--- config.mk ---
export PLATFORM = sky130hd
export DESIGN_NAME = cmos_pixel_packer
export DESIGN_NICKNAME = d
export VERILOG_FILES = /design/src/rtl/cmos_pixel_packer.sv
export SDC_FILE = /design/constraint.sdc
export NUM_CORES = 1
export LEC_CHECK = 0
export CAP_MARGIN = 0
export CORE_MARGIN = 2
export CORE_UTILIZATION = 51
export DETAILED_ROUTE_END_ITERATION = 7
export PLACE_DENSITY = 0.77
export SKIP_CTS_REPAIR_TIMING = 1
export SYNTH_ARGS = -nofsm -noshare
export SYNTH_HDL_FRONTEND = slang
export SYNTH_SLANG_ARGS = --single-unit
export TNS_END_PERCENT = 50
--- constraint.sdc ---
create_clock -name clk -period 1.9 [get_ports clk]
set_input_delay 0.285 -clock clk [delete_from_list [all_inputs] [get_ports clk]]
set_output_delay 0.285 -clock clk [all_outputs]
set_load 0.05 [all_outputs]
--- src/rtl/cmos_pixel_packer.sv ---
`default_nettype none
// ============================================================================
//  Module      : cmos_pixel_packer
//  Description : Captures a DVP-style CMOS sensor byte stream (VSYNC/HREF/D[7:0])
//                and packs byte pairs into RGB565 words. It discards a number
//                of settling frames after enable, emits a frame-sync pulse per
//                captured frame and flags malformed lines and frames.
//  Revision    : 1.0 - initial release
// ============================================================================
module cmos_pixel_packer #(
    parameter int H_ACTIVE    = 640,
    parameter int V_ACTIVE    = 480,
    parameter int SKIP_FRAMES = 10
) (
    input  logic        clk,
    input  logic        rst,
    input  logic        enable,
    input  logic        vs_in,
    input  logic        href_in,
    input  logic [7:0]  data_in,
    output logic        wr_en,
    output logic [15:0] wr_data,
    output logic        frame_sync,
    output logic [7:0]  frame_cnt,
    output logic        line_err,
    output logic        frame_err,
    output logic        capturing
);

    // Skip counter only needs to reach SKIP_FRAMES; keep at least one bit.
    localparam int             c_SKW      = (SKIP_FRAMES < 2) ? 1 : $clog2(SKIP_FRAMES + 1);
    localparam logic [10:0]    c_H_TGT    = 11'(H_ACTIVE);
    localparam logic [9:0]     c_V_TGT    = 10'(V_ACTIVE);
    localparam logic [c_SKW-1:0] c_SKIP_TGT = c_SKW'(SKIP_FRAMES);
    localparam bit             c_NO_SKIP  = (SKIP_FRAMES == 0);

    typedef enum logic [1:0] {
        ST_IDLE    = 2'd0,
        ST_SYNC    = 2'd1,
        ST_SKIP    = 2'd2,
        ST_CAPTURE = 2'd3
    } state_t;

    state_t             state_q;
    logic               vs_s1_q, href_s1_q, vs_s2_q, href_s2_q;
    logic [7:0]         data_s1_q;
    logic [c_SKW-1:0]   skip_cnt_q;
    logic               phase_q;
    logic [7:0]         hi_byte_q;
    logic [10:0]        pix_cnt_q;
    logic [9:0]         line_cnt_q;
    logic               pix_vld_q;
    logic [15:0]        pix_data_q;
    logic               wr_en_q;
    logic [15:0]        wr_data_q;
    logic               frame_sync_q;
    logic [7:0]         frame_cnt_q;
    logic               line_err_q;
    logic               frame_err_q;
    logic               capturing_q;

    logic w_vs_fall, w_vs_rise, w_href_fall, w_byte_ok, w_skip_done, w_start_frame;

    // Edges are taken between the first register stage and its delayed copy.
    assign w_vs_fall   = vs_s2_q & ~vs_s1_q;
    assign w_vs_rise   = ~vs_s2_q & vs_s1_q;
    assign w_href_fall = href_s2_q & ~href_s1_q;
    assign w_byte_ok   = href_s1_q & ~vs_s1_q;
    assign w_skip_done = ((skip_cnt_q + c_SKW'(1)) == c_SKIP_TGT);

    // A VS falling edge opens a captured frame when already capturing, or when
    // it is the edge that ends the settling period.
    assign w_start_frame = w_vs_fall &&
                           ((state_q == ST_CAPTURE) ||
                            (enable && (state_q == ST_SYNC) && c_NO_SKIP) ||
                            (enable && (state_q == ST_SKIP) && w_skip_done));

    // Register the raw sensor inputs once, plus a delayed copy for edge detection.
    always_ff @(posedge clk) begin
        if (rst) begin
            vs_s1_q   <= 1'b0;
            href_s1_q <= 1'b0;
            data_s1_q <= 8'd0;
            vs_s2_q   <= 1'b0;
            href_s2_q <= 1'b0;
        end else begin
            vs_s1_q   <= vs_in;
            href_s1_q <= href_in;
            data_s1_q <= data_in;
            vs_s2_q   <= vs_s1_q;
            href_s2_q <= href_s1_q;
        end
    end

    // Control FSM, byte packing, line/frame bookkeeping and registered outputs.
    always_ff @(posedge clk) begin
        if (rst) begin
            state_q      <= ST_IDLE;
            skip_cnt_q   <= '0;
            phase_q      <= 1'b0;
            hi_byte_q    <= 8'd0;
            pix_cnt_q    <= 11'd0;
            line_cnt_q   <= 10'd0;
            pix_vld_q    <= 1'b0;
            pix_data_q   <= 16'd0;
            wr_en_q      <= 1'b0;
            wr_data_q    <= 16'd0;
            frame_sync_q <= 1'b0;
            frame_cnt_q  <= 8'd0;
            line_err_q   <= 1'b0;
            frame_err_q  <= 1'b0;
            capturing_q  <= 1'b0;
        end else begin
            // Second pipeline stage: a packed pixel becomes a write one cycle later.
            wr_en_q      <= pix_vld_q;
            if (pix_vld_q) begin
                wr_data_q <= pix_data_q;
            end
            pix_vld_q    <= 1'b0;
            frame_sync_q <= 1'b0;

            case (state_q)
                ST_IDLE: begin
                    capturing_q <= 1'b0;
                    phase_q     <= 1'b0;
                    pix_cnt_q   <= 11'd0;
                    if (enable) begin
                        state_q <= ST_SYNC;
                    end
                end

                ST_SYNC: begin
                    if (!enable) begin
                        state_q <= ST_IDLE;
                    end else if (w_vs_fall) begin
                        skip_cnt_q <= '0;
                        state_q    <= c_NO_SKIP ? ST_CAPTURE : ST_SKIP;
                    end
                end

                ST_SKIP: begin
                    if (!enable) begin
                        state_q <= ST_IDLE;
                    end else if (w_vs_fall) begin
                        skip_cnt_q <= skip_cnt_q + c_SKW'(1);
                        if (w_skip_done) begin
                            state_q <= ST_CAPTURE;
                        end
                    end
                end

                ST_CAPTURE: begin
                    // A coincident VS fall wins; the frame-start block below clears counters.
                    if (!w_vs_fall) begin
                        if (w_href_fall && !vs_s1_q) begin
                            if (line_cnt_q != 10'h3FF) begin
                                line_cnt_q <= line_cnt_q + 10'd1;
                            end
                            if ((pix_cnt_q != c_H_TGT) || phase_q) begin
                                line_err_q <= 1'b1;
                            end
                            phase_q   <= 1'b0;
                            pix_cnt_q <= 11'd0;
                        end else if (w_byte_ok) begin
                            if (!phase_q) begin
                                hi_byte_q <= data_s1_q;
                                phase_q   <= 1'b1;
                            end else begin
                                pix_data_q <= {hi_byte_q, data_s1_q};
                                pix_vld_q  <= 1'b1;
                                phase_q    <= 1'b0;
                                if (pix_cnt_q != 11'h7FF) begin
                                    pix_cnt_q <= pix_cnt_q + 11'd1;
                                end
                            end
                        end

                        if (w_vs_rise) begin
                            if (line_cnt_q != c_V_TGT) begin
                                frame_err_q <= 1'b1;
                            end
                            // A disable during capture takes effect at the frame boundary.
                            if (!enable) begin
                                state_q     <= ST_IDLE;
                                capturing_q <= 1'b0;
                            end
                        end
                    end
                end

                default: begin
                    state_q <= ST_IDLE;
                end
            endcase

            if (w_start_frame) begin
                capturing_q  <= 1'b1;
                frame_sync_q <= 1'b1;
                frame_cnt_q  <= frame_cnt_q + 8'd1;
                line_cnt_q   <= 10'd0;
                pix_cnt_q    <= 11'd0;
                phase_q      <= 1'b0;
            end
        end
    end

    assign wr_en      = wr_en_q;
    assign wr_data    = wr_data_q;
    assign frame_sync = frame_sync_q;
    assign frame_cnt  = frame_cnt_q;
    assign line_err   = line_err_q;
    assign frame_err  = frame_err_q;
    assign capturing  = capturing_q;

endmodule
`default_nettype wire

==> results of run 1 <==
## sequential cells by signal, summed over array words and instances, names as in the netlist
register	flops
data_s1_q	8
wr_en	1
pix_data_q	16
vs_s1_q	1
state_q	2
pix_cnt_q	11
line_err	1
phase_q	1
frame_sync	1
href_s1_q	1
line_cnt_q	10
hi_byte_q	8
href_s2_q	1
wr_data	16
frame_err	1
vs_s2_q	1
skip_cnt_q	4
pix_vld_q	1
capturing	1
frame_cnt	8
## layout make-up
cell class              count  area, um^2
clock inverters             7       75.07
repair buffers             72       663.1
fillers                   611        2613
clock buffers               9       123.9
multi-input cells         318        2100
well taps                 102       127.6
flip-flops and latches     94        1889
inverters                  15       56.30
## worst max-delay path: cells and delay by family (launching register included)
| family | cells | cell delay [ns] |
|---|---|---|
| compound gates | 3 | 0.82 |
| simple gates | 2 | 0.53 |
| flops | 1 | 0.35 |
| fa+ha+maj | 1 | 0.16 |
## cells by family (layout without fill, tap and decap cells)
family	count (synthesis)	in the layout	synth area share, %
muxes	26	26	6.533
DFF	94	94	47.24
buffers and inverters	37	103	3.769
AOI/OAI and AO/OA	85	87	13.35
xor gates and xnor gates	9	9	1.979
adders and majority gates	11	11	3.455
and+or+nand+nor	185	185	23.68
## per-stage QoR
step / area (um^2) / setup slack [ns]
floorplan: 3999 / 0.001339
global placement: 4662 / -0.1359
detailed placement: 4662 / -0.1823
CTS: 4861 / -0.09975
global route: 5035 / -0.07669
finish: 5035 / -0.009659
## power by group through the flow
| stage | sequential [W] | combinational (W) | clock [W] |
|---|---|---|---|
| 4_1_cts | 0.00200 | 0.000145 | 0.00133 |
| 3_5_place_dp | 0.00204 | 0.000144 | 0 |
| 6_report | 0.00200 | 0.000160 | 0.00130 |
| 3_3_place_gp | 0.00204 | 0.000140 | 0 |
| 5_1_grt | 0.00200 | 0.000175 | 0.00141 |
| 2_1_floorplan | 0.00204 | 0.0000925 | 0 |
## layout by cell type, fill, tap and decap left out, types with 5 or more instances in the layout
cell,instances
sky130_fd_sc_hd__mux2i_1,26
sky130_fd_sc_hd__nand4_1,5
sky130_fd_sc_hd__nor2_1,54
sky130_fd_sc_hd__nor4_1,5
sky130_fd_sc_hd__o21ai_0,12
sky130_fd_sc_hd__nor3_1,6
sky130_fd_sc_hd__a21oi_2,6
sky130_fd_sc_hd__inv_1,13
sky130_fd_sc_hd__dfxtp_2,6
sky130_fd_sc_hd__dlymetal6s2s_1,5
sky130_fd_sc_hd__nor2b_1,14
sky130_fd_sc_hd__nand2_1,46
sky130_fd_sc_hd__ha_1,6
sky130_fd_sc_hd__clkdlybuf4s50_1,35
sky130_fd_sc_hd__or3_1,7
sky130_fd_sc_hd__clkbuf_8,9
sky130_fd_sc_hd__nand3_1,12
sky130_fd_sc_hd__buf_4,30
sky130_fd_sc_hd__xnor2_1,8
sky130_fd_sc_hd__a21oi_1,32
sky130_fd_sc_hd__dfxtp_1,88
## cells in the mapped netlist, types with 2 or more instances
cell | number | share of area [%]
sky130_fd_sc_hd__clkbuf_1 | 16 | 1.5
sky130_fd_sc_hd__ha_1 | 11 | 3.5
sky130_fd_sc_hd__or3_1 | 11 | 1.7
sky130_fd_sc_hd__nor4b_1 | 3 | 0.66
sky130_fd_sc_hd__nor2_1 | 54 | 5.1
sky130_fd_sc_hd__o21a_1 | 2 | 0.38
sky130_fd_sc_hd__and2_1 | 2 | 0.31
sky130_fd_sc_hd__nor4_1 | 5 | 0.79
sky130_fd_sc_hd__o21ai_1 | 4 | 0.50
sky130_fd_sc_hd__a31oi_1 | 4 | 0.63
sky130_fd_sc_hd__and4_4 | 2 | 0.57
sky130_fd_sc_hd__nor3b_1 | 3 | 0.57
sky130_fd_sc_hd__dfxtp_1 | 94 | 47
sky130_fd_sc_hd__nand4b_1 | 2 | 0.44
sky130_fd_sc_hd__a22o_1 | 2 | 0.44
sky130_fd_sc_hd__or4_1 | 2 | 0.38
sky130_fd_sc_hd__and4_1 | 3 | 0.66
sky130_fd_sc_hd__mux2i_1 | 26 | 6.5
sky130_fd_sc_hd__nor3_1 | 6 | 0.75
sky130_fd_sc_hd__buf_1 | 2 | 0.19
sky130_fd_sc_hd__buf_2 | 3 | 0.38
sky130_fd_sc_hd__a21oi_2 | 2 | 0.44
sky130_fd_sc_hd__a21oi_1 | 36 | 4.5
sky130_fd_sc_hd__and3_1 | 4 | 0.63
sky130_fd_sc_hd__nand4_1 | 5 | 0.79
sky130_fd_sc_hd__nand2_1 | 46 | 4.3
sky130_fd_sc_hd__o21ai_0 | 13 | 1.6
sky130_fd_sc_hd__a211o_1 | 4 | 0.88
sky130_fd_sc_hd__nand3b_1 | 2 | 0.38
sky130_fd_sc_hd__nor2b_1 | 14 | 2.2
sky130_fd_sc_hd__nor4bb_1 | 2 | 0.50
sky130_fd_sc_hd__a21o_1 | 2 | 0.38
sky130_fd_sc_hd__nand3_1 | 12 | 1.5
sky130_fd_sc_hd__xnor2_1 | 8 | 1.8
sky130_fd_sc_hd__inv_1 | 14 | 1.3
## worst max-delay path by stage
stage | start | endpoint | slack (ns) | cells after the start
floorplan | state_q[0]$_SDFFE_PP0P_ | pix_cnt_q[2]$_SDFFE_PP0P_ | 0.001 | 9
global route | pix_cnt_q[0]$_SDFFE_PP0P_ | pix_cnt_q[6]$_SDFFE_PP0P_ | -0.08 | 6
finish | pix_cnt_q[0]$_SDFFE_PP0P_ | pix_cnt_q[6]$_SDFFE_PP0P_ | -0.01 | 6
global placement | enable | frame_cnt[1]$_SDFFE_PP0P_ | -0.14 | 6
CTS | skip_cnt_q[1]$_SDFFE_PP0P_ | frame_cnt[7]$_SDFFE_PP0P_ | -0.1 | 6
detailed placement | enable | frame_cnt[1]$_SDFFE_PP0P_ | -0.18 | 6
## routing by layer
| metal | GRT usage, % | up-vias | wire length, um |
|---|---|---|---|
| li1 | - | 1702 | - |
| met1 | 24.82 | 1628 | 3899 |
| met2 | 33.94 | 60 | 4200 |
| met3 | 4.557 | 11 | 321 |
| met4 | 6.841 | 0 | 110 |
| met5 | 0 | - | 0 |
==> impl_metrics.prom, run 1 <==
# TYPE chip_impl_metric gauge
chip_impl_metric{name="seq_area_frac_synth",unit="%"} 47.24
chip_impl_metric{name="total_switching_power",unit="W"} 0.0008866
chip_impl_metric{name="slowest_delay",unit="ns"} 0.42
chip_impl_metric{name="tritoncts_sink_count",unit=""} 94
chip_impl_info{name="rsz0062_at_grt",value="yes"} 1
chip_impl_metric{name="internal-power",unit="W"} 0.002575
chip_impl_metric{name="worst_clock_skew",unit="ns"} 0.01595
chip_impl_metric{name="syn_avg_cell_area",unit="um^2"} 8.912
chip_impl_info{name="tritoncts",value="done"} 1
chip_impl_metric{name="relative_area_change_from_synthesis_to_final_layout",unit="%"} 26.38
chip_impl_metric{name="report.final.setup_viol",unit=""} 2
chip_impl_metric{name="initial_utilization",unit="%"} 52.09
chip_impl_metric{name="worst_ep_required_time",unit="ns"} 2.20
chip_impl_metric{name="placedCellCount",unit=""} 597
chip_impl_metric{name="synth_cell_type_count",unit=""} 61
chip_impl_metric{name="clockBufferDepth",unit=""} 2
chip_impl_metric{name="vias_in_the_first_global_route",unit=""} 3078
chip_impl_info{name="worst_r2r_endpoint",value="pix_cnt_q[6]$_SDFFE_PP0P_"} 1
chip_impl_metric{name="remaining_drc_errors",unit=""} 0
chip_impl_metric{name="total_negative_setup_slacks",unit="ns"} -0.01527
chip_impl_metric{name="synth_cells",unit=""} 447
chip_impl_metric{name="post-route-period-util",unit="%"} 100.5
chip_impl_metric{name="track_usage",unit="%"} 19.92
chip_impl_metric{name="die_y",unit="um"} 92.38
chip_impl_metric{name="worst_slack",unit="ns"} -0.009659
chip_impl_metric{name="antenna_violations_before_repair",unit=""} 0
chip_impl_metric{name="worstHoldPathCells",unit=""} 2
chip_impl_info{name="element_type_at_the_critical_path_end",value="flip-flop"} 1
chip_impl_metric{name="portBuffers",unit=""} 41
chip_impl_metric{name="static-leakage-power",unit="nW"} 1.813
chip_impl_metric{name="totalWireLength",unit="um"} 8532
chip_impl_metric{name="worst_slew_pin_slew",unit="ns"} 0.5694
chip_impl_metric{name="slew_viol_final",unit=""} 0
chip_impl_metric{name="reg2regPathDepth",unit=""} 6
chip_impl_info{name="r2r_start",value="pix_cnt_q[0]$_SDFFE_PP0P_"} 1
chip_impl_metric{name="fin_cells",unit=""} 617
chip_impl_metric{name="worst_hold_slack",unit="ns"} 0.2846
chip_impl_metric{name="postSynth.asyncResetShare",unit="%"} 0
chip_impl_metric{name="final.min_clock_period",unit="ns"} 1.910
chip_impl_metric{name="cts_htree_levels",unit=""} 3
chip_impl_info{name="crit_type",value="flip-flop to flip-flop"} 1
chip_impl_info{name="failed_checks",value="negative setup slack"} 1
chip_impl_metric{name="number_of_synthesized_flops_with_an_enable_pin",unit=""} 0
chip_impl_info{name="hold_end",value="vs_s2_q$_SDFF_PP0_"} 1
chip_impl_metric{name="numCtsBuffers",unit=""} 9
chip_impl_info{name="cts-root-buf",value="sky130_fd_sc_hd__clkbuf_8"} 1
chip_impl_metric{name="core",unit="um^2"} 7647
chip_impl_info{name="hold_path_class",value="input port to flip-flop"} 1
chip_impl_metric{name="syn-cell-area",unit="um^2"} 3984
chip_impl_metric{name="synthesis.yosys.warnings",unit=""} 0
chip_impl_metric{name="finalHoldViolCount",unit=""} 0
chip_impl_metric{name="final_nets",unit=""} 534
chip_impl_metric{name="post_drt_via_cell_ratio",unit=""} 5.512
chip_impl_metric{name="fmax",unit="MHz"} 523.7
chip_impl_metric{name="comb_power_share",unit="%"} 4.6
chip_impl_metric{name="largest_net_degree_at_the_start_of_global_routing",unit=""} 59
chip_impl_metric{name="fp.dieW",unit="um"} 92.38
chip_impl_metric{name="pwr-share-clk",unit="%"} 37.6
chip_impl_info{name="synth_top_flop_cell",value="sky130_fd_sc_hd__dfxtp_1"} 1
chip_impl_metric{name="wl_per_instance",unit="um"} 13.83
chip_impl_metric{name="worstPathMaxFanout",unit=""} 5
chip_impl_metric{name="timing.slew.headroom",unit="%"} 62.04
chip_impl_metric{name="antenna_left",unit=""} 0
chip_impl_metric{name="switching_share",unit="%"} 25.62
chip_impl_metric{name="cap_violations",unit=""} 0
chip_impl_metric{name="ys_seq_elements",unit=""} 94
chip_impl_metric{name="mappedNetlistNets",unit=""} 471
chip_impl_metric{name="rows",unit=""} 32
chip_impl_metric{name="io_pins",unit=""} 42
chip_impl_info{name="min-delay-start",value="rst"} 1
chip_impl_metric{name="globalRoute.totalOverflow",unit=""} 0
chip_impl_info{name="worstSetupStartpointType",value="flip-flop"} 1
chip_impl_metric{name="power_frac_seq",unit="%"} 57.8
chip_impl_metric{name="final_layout_size_suffix_gt1_share",unit="%"} 16.31
chip_impl_metric{name="clkLatencyLatePin",unit="ns"} 0.37
chip_impl_metric{name="detailedRoute.firstPassIterationCount",unit=""} 6
chip_impl_metric{name="place.gp.congestion",unit=""} 0.8537
chip_impl_info{name="cpMaxStageDelayCell",value="sky130_fd_sc_hd__a221o_2"} 1
chip_impl_metric{name="layout.core_utilization",unit="%"} 65.84
chip_impl_metric{name="post-layout-total-power",unit="W"} 0.003461
chip_impl_metric{name="r2r_setup_slack",unit="ns"} -0.01
chip_impl_metric{name="worst_setup_hold_path_clk_slew",unit="ns"} 0.10
chip_impl_metric{name="floorplan.die_area",unit="um^2"} 8534
chip_impl_metric{name="antenna_cells",unit=""} 0
chip_impl_metric{name="drt_iter0_markers",unit=""} 181
chip_impl_info{name="outcome",value="finished, violations left"} 1
chip_impl_metric{name="cp.arrival",unit="ns"} 2.21
chip_impl_info{name="timing.critical_path.cells",value="ha_4 -> and4_4 -> a41o_1 -> a221o_2 -> or3_1 -> a21oi_2"} 1
chip_impl_metric{name="ir_drop",unit="mV"} 0.4735
chip_impl_metric{name="routed-via-count",unit=""} 3401
chip_impl_metric{name="wire_length_of_the_first_global_routing_pass",unit="um"} 13700
chip_impl_metric{name="dp.final_hpwl",unit="um"} 5747
chip_impl_metric{name="power_density",unit="nW/um^2"} 687.5
(Power assumes the default switching activity.)
==> run 2: changes to the inputs <==
--- a/config.mk
+++ b/config.mk
@@ -9,6 +9,7 @@
 export CORE_MARGIN = 2
 export CORE_UTILIZATION = 51
 export DETAILED_ROUTE_END_ITERATION = 7
+export GPL_ROUTABILITY_DRIVEN = 0
 export PLACE_DENSITY = 0.77
 export SKIP_CTS_REPAIR_TIMING = 1
 export SYNTH_ARGS = -nofsm -noshare
==> results of run 2 <==
Same layout as run 1: the final DEF is identical, and so are final timing and power.
